**src/rtl/maxpool_seq.sv**
```systemverilog
// maxpool_seq
// Window sequencer for a single-accumulator max-pool unit. It takes convolution
// results that arrive window by window (POOL_K*POOL_K consecutive samples per
// window) and drives the accumulator load/compare/clear strobes. Each window
// maximum is captured into a valid/ready output register, and the last window
// of a feature map is flagged.
//
// Ports
//   i_clk, i_rst             clock, synchronous active-high reset
//   i_flush                  abort current map, drop any partial window
//   i_valid/o_ready/i_data   conv sample stream (signed DW)
//   o_mp_clean               accumulator clean strobe
//   o_mp_read_clean          accumulator read-clean strobe (with clean: clear to 0)
//   o_mp_data                accumulator data input
//   i_mp_data                accumulator output, the running window maximum
//   o_valid/i_ready/o_data   pooled result stream (signed DW)
//   o_last                   result is the final window of the map
module maxpool_seq #(
  parameter int DW     = 16,
  parameter int POOL_K = 2,
  parameter int N_WIN  = 169
) (
  input  logic                 i_clk,
  input  logic                 i_rst,
  input  logic                 i_flush,
  input  logic                 i_valid,
  output logic                 o_ready,
  input  logic signed [DW-1:0] i_data,
  output logic                 o_mp_clean,
  output logic                 o_mp_read_clean,
  output logic signed [DW-1:0] o_mp_data,
  input  logic signed [DW-1:0] i_mp_data,
  output logic                 o_valid,
  input  logic                 i_ready,
  output logic signed [DW-1:0] o_data,
  output logic                 o_last
);

  localparam int WIN_N = POOL_K * POOL_K;
  localparam int SW    = $clog2(WIN_N + 1);
  localparam int WW    = (N_WIN > 1) ? $clog2(N_WIN) : 1;

  localparam logic [SW-1:0] S_LAST = SW'(WIN_N - 1);
  localparam logic [WW-1:0] W_LAST = WW'(N_WIN - 1);

  // The most negative value never wins a compare, so driving it keeps the
  // accumulator unchanged on cycles where no sample is presented.
  localparam logic signed [DW-1:0] MIN_VAL = {1'b1, {(DW-1){1'b0}}};

  typedef enum logic [1:0] {
    ST_FIRST,
    ST_ACC,
    ST_CAPTURE
  } state_t;

  state_t          state;
  logic [SW-1:0]   s_cnt;
  logic [WW-1:0]   w_cnt;
  logic            acc;
  logic            cap_load;

  // Samples are taken in FIRST and ACC; CAPTURE is the one-cycle (or stalled)
  // slot where the accumulator output is moved into the result register.
  always_comb begin
    o_ready  = !i_rst && !i_flush && (state != ST_CAPTURE);
    acc      = i_valid && o_ready;
    cap_load = (state == ST_CAPTURE) && (!o_valid || i_ready);
  end

  // Accumulator strobes. The first sample of a window loads rather than
  // compares, so windows of all-negative values come out right.
  always_comb begin
    o_mp_clean      = 1'b0;
    o_mp_read_clean = 1'b0;
    o_mp_data       = MIN_VAL;
    if (!i_rst) begin
      if (i_flush) begin
        o_mp_clean      = 1'b1;
        o_mp_read_clean = 1'b1;
      end else if (acc) begin
        o_mp_data  = i_data;
        o_mp_clean = (state == ST_FIRST);
      end
    end
  end

  // Window state machine with sample count s_cnt and window count w_cnt.
  // s_cnt holds the number of samples already accepted in this window.
  always_ff @(posedge i_clk) begin
    if (i_rst || i_flush) begin
      state <= ST_FIRST;
      s_cnt <= '0;
      w_cnt <= '0;
    end else begin
      case (state)
        ST_FIRST: begin
          if (acc) begin
            s_cnt <= SW'(1);
            state <= (WIN_N == 1) ? ST_CAPTURE : ST_ACC;
          end
        end
        ST_ACC: begin
          if (acc) begin
            s_cnt <= s_cnt + SW'(1);
            if (s_cnt == S_LAST) begin
              state <= ST_CAPTURE;
            end
          end
        end
        ST_CAPTURE: begin
          if (cap_load) begin
            w_cnt <= (w_cnt == W_LAST) ? '0 : w_cnt + WW'(1);
            state <= ST_FIRST;
          end
        end
        default: state <= ST_FIRST;
      endcase
    end
  end

  // Result register. A reload in the same cycle as a downstream accept
  // replaces the old result without dropping o_valid.
  always_ff @(posedge i_clk) begin
    if (i_rst) begin
      o_valid <= 1'b0;
      o_data  <= '0;
      o_last  <= 1'b0;
    end else if (i_flush) begin
      o_valid <= 1'b0;
      o_last  <= 1'b0;
    end else if (cap_load) begin
      o_valid <= 1'b1;
      o_data  <= i_mp_data;
      o_last  <= (w_cnt == W_LAST);
    end else if (i_ready) begin
      o_valid <= 1'b0;
    end
  end

endmodule

```
**config.mk**
```make
export PLATFORM = sky130hd
export DESIGN_NAME = maxpool_seq
export DESIGN_NICKNAME = d
export VERILOG_FILES = /design/src/rtl/maxpool_seq.sv
export SDC_FILE = /design/constraint.sdc
export NUM_CORES = 1
export LEC_CHECK = 0
export CAP_MARGIN = 15
export CORE_ASPECT_RATIO = 1.75
export CORE_MARGIN = 2
export CORE_UTILIZATION = 43
export DETAILED_ROUTE_END_ITERATION = 16
export GPL_TIMING_DRIVEN = 0
export PLACE_DENSITY = 0.93
export SYNTH_ARGS = -nofsm -noshare
export SYNTH_HDL_FRONTEND = slang
export SYNTH_SLANG_ARGS = --single-unit
```
**constraint.sdc**
```tcl
create_clock -name i_clk -period 3.6 [get_ports i_clk]
set_input_delay 1.08 -clock i_clk [delete_from_list [all_inputs] [get_ports i_clk]]
set_output_delay 1.08 -clock i_clk [all_outputs]
set_load 0.01 [all_outputs]
```
==> reports/qor.txt, run 1 <==
f_max -> 283 MHz
most common cell in the synthesized netlist -> dfxtp_1
PnR Total Power -> 736 µW
Routed Antenna Nets -> 0
pin count of the biggest net entering global routing -> 20
routability cong. -> 0.816
Final Net Count -> 308
CTS root buf -> clkbuf_8
Pre-antenna DRT Iters -> 4
drt drc -> 0
CTS tree -> yes
clock latency at the later pin of the worst-skew pair -> 0.29 ns
Slew HR -> 62.9%
Die X -> 48.8 µm
# clock sinks -> 31
final core utilization -> 72.9%
DP HPWL -> 3090 µm
syn nets -> 224
CP Max Fanout -> 6
CP Buf/Inv Count -> 3
slowest cell on the critical path -> clkdlybuf4s50_1
Bufs on Longest Clock Path -> 2
Max-cap violations -> 0
gr ovfl total -> 0
Core Rows -> 28
pwr dens -> 300 mW/mm²
Routed WL -> 4250 µm
Initial Util -> 44.9%
num ports -> 74
syn avg cell area -> 8.25 µm²
fin area -> 0.00245 mm²
H-tree levels -> 2
DR iter-0 viols -> 18
DR WL/cell -> 13.6 µm
post-layout min period -> 3.53 ns
critical path, cell by cell -> dlygate4sd2_1 -> buf_6 -> nor2_4 -> and3_4 -> and2_1 -> clkdlybuf4s50_1
Synth Cell Area -> 0.00151 mm²
Core ar. -> 0.00336 mm²
area leader, netlist -> dfxtp_1
first-pass GRT wire length -> 6980 µm
reg2reg setup slack -> 1.93 ns
Post-synth top cells -> dfxtp_1, a21oi_1, nand2_1, o21ai_0, and2_1
startpoint type of the worst setup path -> primary input
slew at the pin closest to its max-slew limit -> 0.552 ns
Post-synth ARST share -> 0%
Seq cells post-synth -> 31
ys flop type -> dfxtp_1
Synth top area share -> 41.1%
Data required, critical path -> 2.52 ns
crit share post-route -> 98.0%
clock skew -> 0.00789 ns
CP Data Arrival Time -> 2.45 ns
Reg clk slew, reported paths -> 0.06 ns
class of the worst hold path -> register to register
initial antenna violation count -> 0
RSZ-0062 raised after global routing -> no
Gate Count Post-Synth -> 183
Area after DPL -> 0.00230 mm²
I/O Buffers -> 73
layout cells sized above 1 -> 11.6%
status -> finished clean
vias in the first global route -> 1582
height of the die -> 82.4 µm
die area -> 0.00402 mm²
VDD IR max -> 0.320 mV
Final Hold Vio Count -> 0
vias post-DR -> 1625
Ant. Diodes -> 0
yosys warns -> 0
top area cells in the synthesized netlist -> dfxtp_1, a21oi_1, o21ai_0
Layout area overhead -> 62.4%
Slew Limit Fails -> 0
synth unique cells -> 37
Leak -> 0.916 nW
crit end category -> output port
gr usage total -> 22.9%
Avg Vias per Cell -> 5.19
Crit path largest cell delay -> 0.52 ns
cts bufs inserted -> 5
sequential-to-total area share from yosys stat -> 41.1%
number of flops mapped to enable cells by yosys -> 0
CP delay by family, top -> buffers and inverters
Final Setup Violations -> 0
Setup Crit Path Kind -> primary input to output port
setup tns final -> 0 ns
[final cells by class]
cell class,count,area [µm²]
clock buffers,8,100
flip-flops and latches,31,621
multi-input cells,136,831
plain buffers,9,70.1
repair buffers,79,756
well taps,45,56.3
fillers,263,911
inverters,5,18.8
[path summary, 6_finish.rpt]
check                        start               endpoint  depth (start not counted)
min          s_cnt[1]$_SDFFE_PP0P_  s_cnt[1]$_SDFFE_PP0P_                          2
max reg2reg  w_cnt[0]$_SDFFE_PP0P_  w_cnt[6]$_SDFFE_PP0P_                          6
max                          i_rst           o_mp_data[1]                          6
min reg2reg  s_cnt[1]$_SDFFE_PP0P_  s_cnt[1]$_SDFFE_PP0P_                          2
[metal layers]
| metal | wire length [µm] | vias up | global-route usage, % |
|---|---|---|---|
| met5 | 0 | - | 0 |
| met3 | 231 | 10 | 6.47 |
| met2 | 2400 | 62 | 44.1 |
| met1 | 1490 | 747 | 21.0 |
| li1 | - | 806 | - |
| met4 | 119 | 0 | 14.3 |
[report_power, final]
group | switching [mW] | total [mW] | internal, mW | leakage [nW]
sequential | 0.000678 | 0.345 | 0.344 | 0.250
combinational | 0.0303 | 0.0864 | 0.0561 | 0.615
clock | 0.131 | 0.305 | 0.174 | 0.0515
total | 0.161 | 0.736 | 0.574 | 0.916
[what timing repair did]
item | CTS | global route
hold buffers | 0 | 0
endpoints found under the setup margin | 19 | 3
pin swaps | 1 | 0
gates resized for setup | 33 | 3
gates cloned | 1 | 0
endpoints found under the hold margin | 0 | 0
buffers inserted | 5 | 0
[tightest hold or removal path, stage by stage (launching register included)]
cell and delay (ns):
dfxtp_1 0.31, nand2_1 0.05, a21oi_1 0.05
[sequential cells by signal, summed over array words and instances (netlist names)]
register	flops
o_data	16
w_cnt	8
s_cnt	3
state	2
o_last	1
o_valid	1
[logic make-up after synthesis]
family | share of synthesized area (%)
compound gates | 20.9
simple gates | 29.9
fa+ha+maj | 3.31
flops | 41.1
buf+inv | 4.81
[cell usage in the layout (no fill, tap or decap), types with 4 or more instances in the layout]
| master | n |
|---|---|
| clkdlybuf4s50_1 | 58 |
| dfxtp_1 | 31 |
| a21oi_1 | 23 |
| nand2_1 | 22 |
| o21ai_0 | 22 |
| and2_1 | 17 |
| dlygate4sd2_1 | 10 |
| clkbuf_8 | 8 |
| nor2_1 | 7 |
| inv_1 | 5 |
| buf_2 | 5 |
| buf_4 | 5 |
| nor3b_1 | 4 |
| a32o_1 | 4 |
| ha_1 | 4 |
[per-stage QoR]
| step | worst slack (ns) | cells | hold slack (ns) |
|---|---|---|---|
| after floorplan | 0.456 | 183 | 0.432 |
| after global routing | 0.000437 | 313 | 0.485 |
| final | 0.0714 | 313 | 0.458 |
| after global placement | -0.716 | 301 | 0.440 |
| after CTS | 0.0212 | 313 | 0.460 |
| after detailed placement | -0.757 | 301 | 0.452 |
(Power assumes the default switching activity.)
==> inputs of run 2 (changes only) <==
GPL_TIMING_DRIVEN = unset   (was 0)
==> run 2 against run 1 <==
  * Combinational power fell by 2.4%
  * Critical path type unchanged
  * Via count rose by 1.8%
  * Non-clock buffer count shrank 5
  * Highest routed layer unchanged
  * Critical path depth shrank 1
  * Largest power group is now the clock network
  * First-iteration DRC count is 94% higher
  * Sequential power hardly changed
  * Largest cell class unchanged
  * Cell count down 1.3%
  * Clock-buffer cell count shrank 2
  * Total power rose by 6.8%
==> reports/qor.txt, run 2 (same netlist as run 1, synthesis figures left out) <==
status -> finished clean
placed cell count -> 299 (-0.66%)
RR Endpoint -> w_cnt[5]$_SDFFE_PP0P_
hold depth -> 2 (unchanged)
Final Hold Vio Count -> 0 (unchanged)
biggest regs -> o_data (16), w_cnt (8), s_cnt (3)
pin count of the biggest net entering global routing -> 24 (+20%)
drt drc -> 0 (unchanged)
most frequent cells in the layout -> clkdlybuf4s50_1, dfxtp_1, a21oi_1, nand2_1, o21ai_0
WHS Endpoint -> s_cnt[2]$_SDFFE_PP0P_
minimum hold slack -> 0.453 ns (-0.00547 ns)
slack of the critical path -> 0.110 ns (+0.0383 ns)
max reg flops -> 16 (unchanged)
Top reg by flops -> o_data
worst reg2reg path startpoint -> state[0]$_SDFFE_PP0P_
pwr dens -> 322 mW/mm² (+7.3%)
DR iter-0 viols -> 35 (+17)
Die X -> 48.8 µm (unchanged)
num ports -> 74 (unchanged)
reg2reg setup slack -> 1.96 ns (+0.03 ns)
Setup Crit Path Kind -> primary input to output port
f_max -> 287 MHz (+1.1%)
Post-Place Worst Slack -> -0.204 ns (+0.553 ns)
Routed WL -> 4350 µm (+2.4%)
hold wc startpoint -> s_cnt[2]$_SDFFE_PP0P_
# clock sinks -> 31 (unchanged)
VDD IR max -> 0.303 mV (-5.2%)
Initial Util -> 44.9% (unchanged)
die area -> 0.00402 mm² (unchanged)
Final Net Count -> 304 (-1.3%)
routability cong. -> 0.839 (+2.8%)
Routed Antenna Nets -> 0 (unchanged)
RSZ-0062 raised after global routing -> no
Layout area overhead -> 61.6%
Core Rows -> 28 (unchanged)
gr usage total -> 23.1% (+0.22 points)
first-pass GRT wire length -> 7130 µm (+2.3%)
switching power total -> 164 µW (+1.6%)
Reg clk slew, reported paths -> 0.06 ns (about the same)
H-tree levels -> 2 (unchanged)
I/O Buffers -> 73 (unchanged)
DR WL/cell -> 14.1 µm (+3.7%)
DP HPWL -> 3080 µm (-0.25%)
Bufs on Longest Clock Path -> 2 (unchanged)
CP Max Fanout -> 8 (+2)
final core utilization -> 72.5% (-0.37 points)
class of the worst hold path -> register to register
slew at the pin closest to its max-slew limit -> 0.621 ns (+0.0685 ns)
Slew Limit Fails -> 0 (unchanged)
Leak -> 0.908 nW (-0.94%)
crit share post-route -> 97.0% (-1.1 points)
switch share -> 20.9% (-1.1 points)
internal power -> 622 µW (+8.2%)
gr ovfl total -> 0 (unchanged)
cts bufs inserted -> 5 (unchanged)
CTS tree -> yes
CP Data Arrival Time -> 2.41 ns (-0.04 ns)
clock latency at the later pin of the worst-skew pair -> 0.29 ns (about the same)
height of the die -> 82.4 µm (unchanged)
Ant. Diodes -> 0 (unchanged)
Avg Vias per Cell -> 5.35 (+3.1%)
clock skew -> 0.00596 ns (-0.00193 ns)
worst r2r path cells -> 5 (-1)
Data required, critical path -> 2.52 ns (about the same)
Slew HR -> 58.5% (-4.4 points)
sequential power share -> 44.0% (-2.8 points)
most common cell after layout, fill and taps aside -> clkdlybuf4s50_1
vias post-DR -> 1654 (+1.8%)
Final Setup Violations -> 0 (unchanged)
CTS root buf -> clkbuf_8
Pre-antenna DRT Iters -> 4 (unchanged)
startpoint type of the worst setup path -> primary input
power share of the clock group -> 45.3% (+3.9 points)
Core ar. -> 0.00336 mm² (unchanged)
layout cells sized above 1 -> 9.85% (-1.7 points)
initial antenna violation count -> 0 (unchanged)
crit end category -> output port
fin cells -> 309 (-1.3%)
Max-cap violations -> 0 (unchanged)
vias in the first global route -> 1593 (+0.70%)
Comb pwr share -> 10.7% (-1.0 points)
post-layout min period -> 3.49 ns (-0.0383 ns)
==> run 2: cell types whose count changed in the layout (fill, tap and decap cells not counted), moves of 2 or more <==
cell / delta
dlygate4sd2_1: +5
buf_6: -2
clkbuf_8: -2
buf_2: -5
buf_4: +5
clkdlybuf4s15_1: -2
clkbuf_4: -3
==> run 2: worst max path at each step <==
| stage | start | end | slack, ns | depth (start not counted) |
|---|---|---|---|---|
| finish | i_flush | o_mp_data[3] | 0.11 | 5 |
| floorplan | i_rst | o_mp_data[0] | 0.46 | 5 |
| detailed placement | i_flush | o_mp_data[3] | -0.20 | 5 |
| CTS | i_flush | o_mp_data[3] | 0.09 | 5 |
| global route | i_flush | o_mp_data[3] | 0.05 | 5 |
| global placement | i_flush | o_mp_data[14] | -0.17 | 5 |
==> run 2: cell type report <==
class | instances | area, µm²
inverter | 5 | 18.8
tap | 45 | 56.3
clock buffer | 6 | 82.6
fill | 270 | 923
clock inverter | 2 | 35.0
multi-input combinational | 137 | 840
sequential | 31 | 621
timing repair buffer | 83 | 787
==> run 2: per-layer routing <==
layer	global-route usage (%)	part of all wire, %
met3	6.29	6.0
met2	45.3	56
met5	0	0
met4	13.4	3.1
met1	21.1	35
==> run 2: power groups by stage <==
stage | registers (mW) | clock network, mW | logic, mW
after floorplan | 0.352 | 0 | 0.0243
after global placement | 0.353 | 0 | 0.0831
after detailed placement | 0.353 | 0 | 0.0844
after CTS | 0.346 | 0.364 | 0.0846
after global routing | 0.345 | 0.379 | 0.0905
final | 0.346 | 0.356 | 0.0843
==> run 2: timing repair <==
item,4_1_cts,5_1_grt
setup buffers,1,0
gates resized for setup,19,0
hold buffers,0,0
setup endpoints to repair,17,0
==> run 2: worst max-delay path, cell delays in order <==
cell and delay, ns:
dlygate4sd2_1 0.27, nor2_4 0.15, and3_4 0.24, and2_1 0.13, clkdlybuf4s50_1 0.54
==> run 2: metrics by stage <==
| step | TNS (ns) | cell area (µm²) | total power [mW] |
|---|---|---|---|
| 2_1_floorplan | 0 | 1510 | 0.377 |
| 5_1_grt | 0 | 2440 | 0.815 |
| 6_report | 0 | 2440 | 0.786 |
| 3_5_place_dp | -3.01 | 2310 | 0.438 |
| 4_1_cts | 0 | 2440 | 0.794 |
| 3_3_place_gp | -2.57 | 2310 | 0.436 |
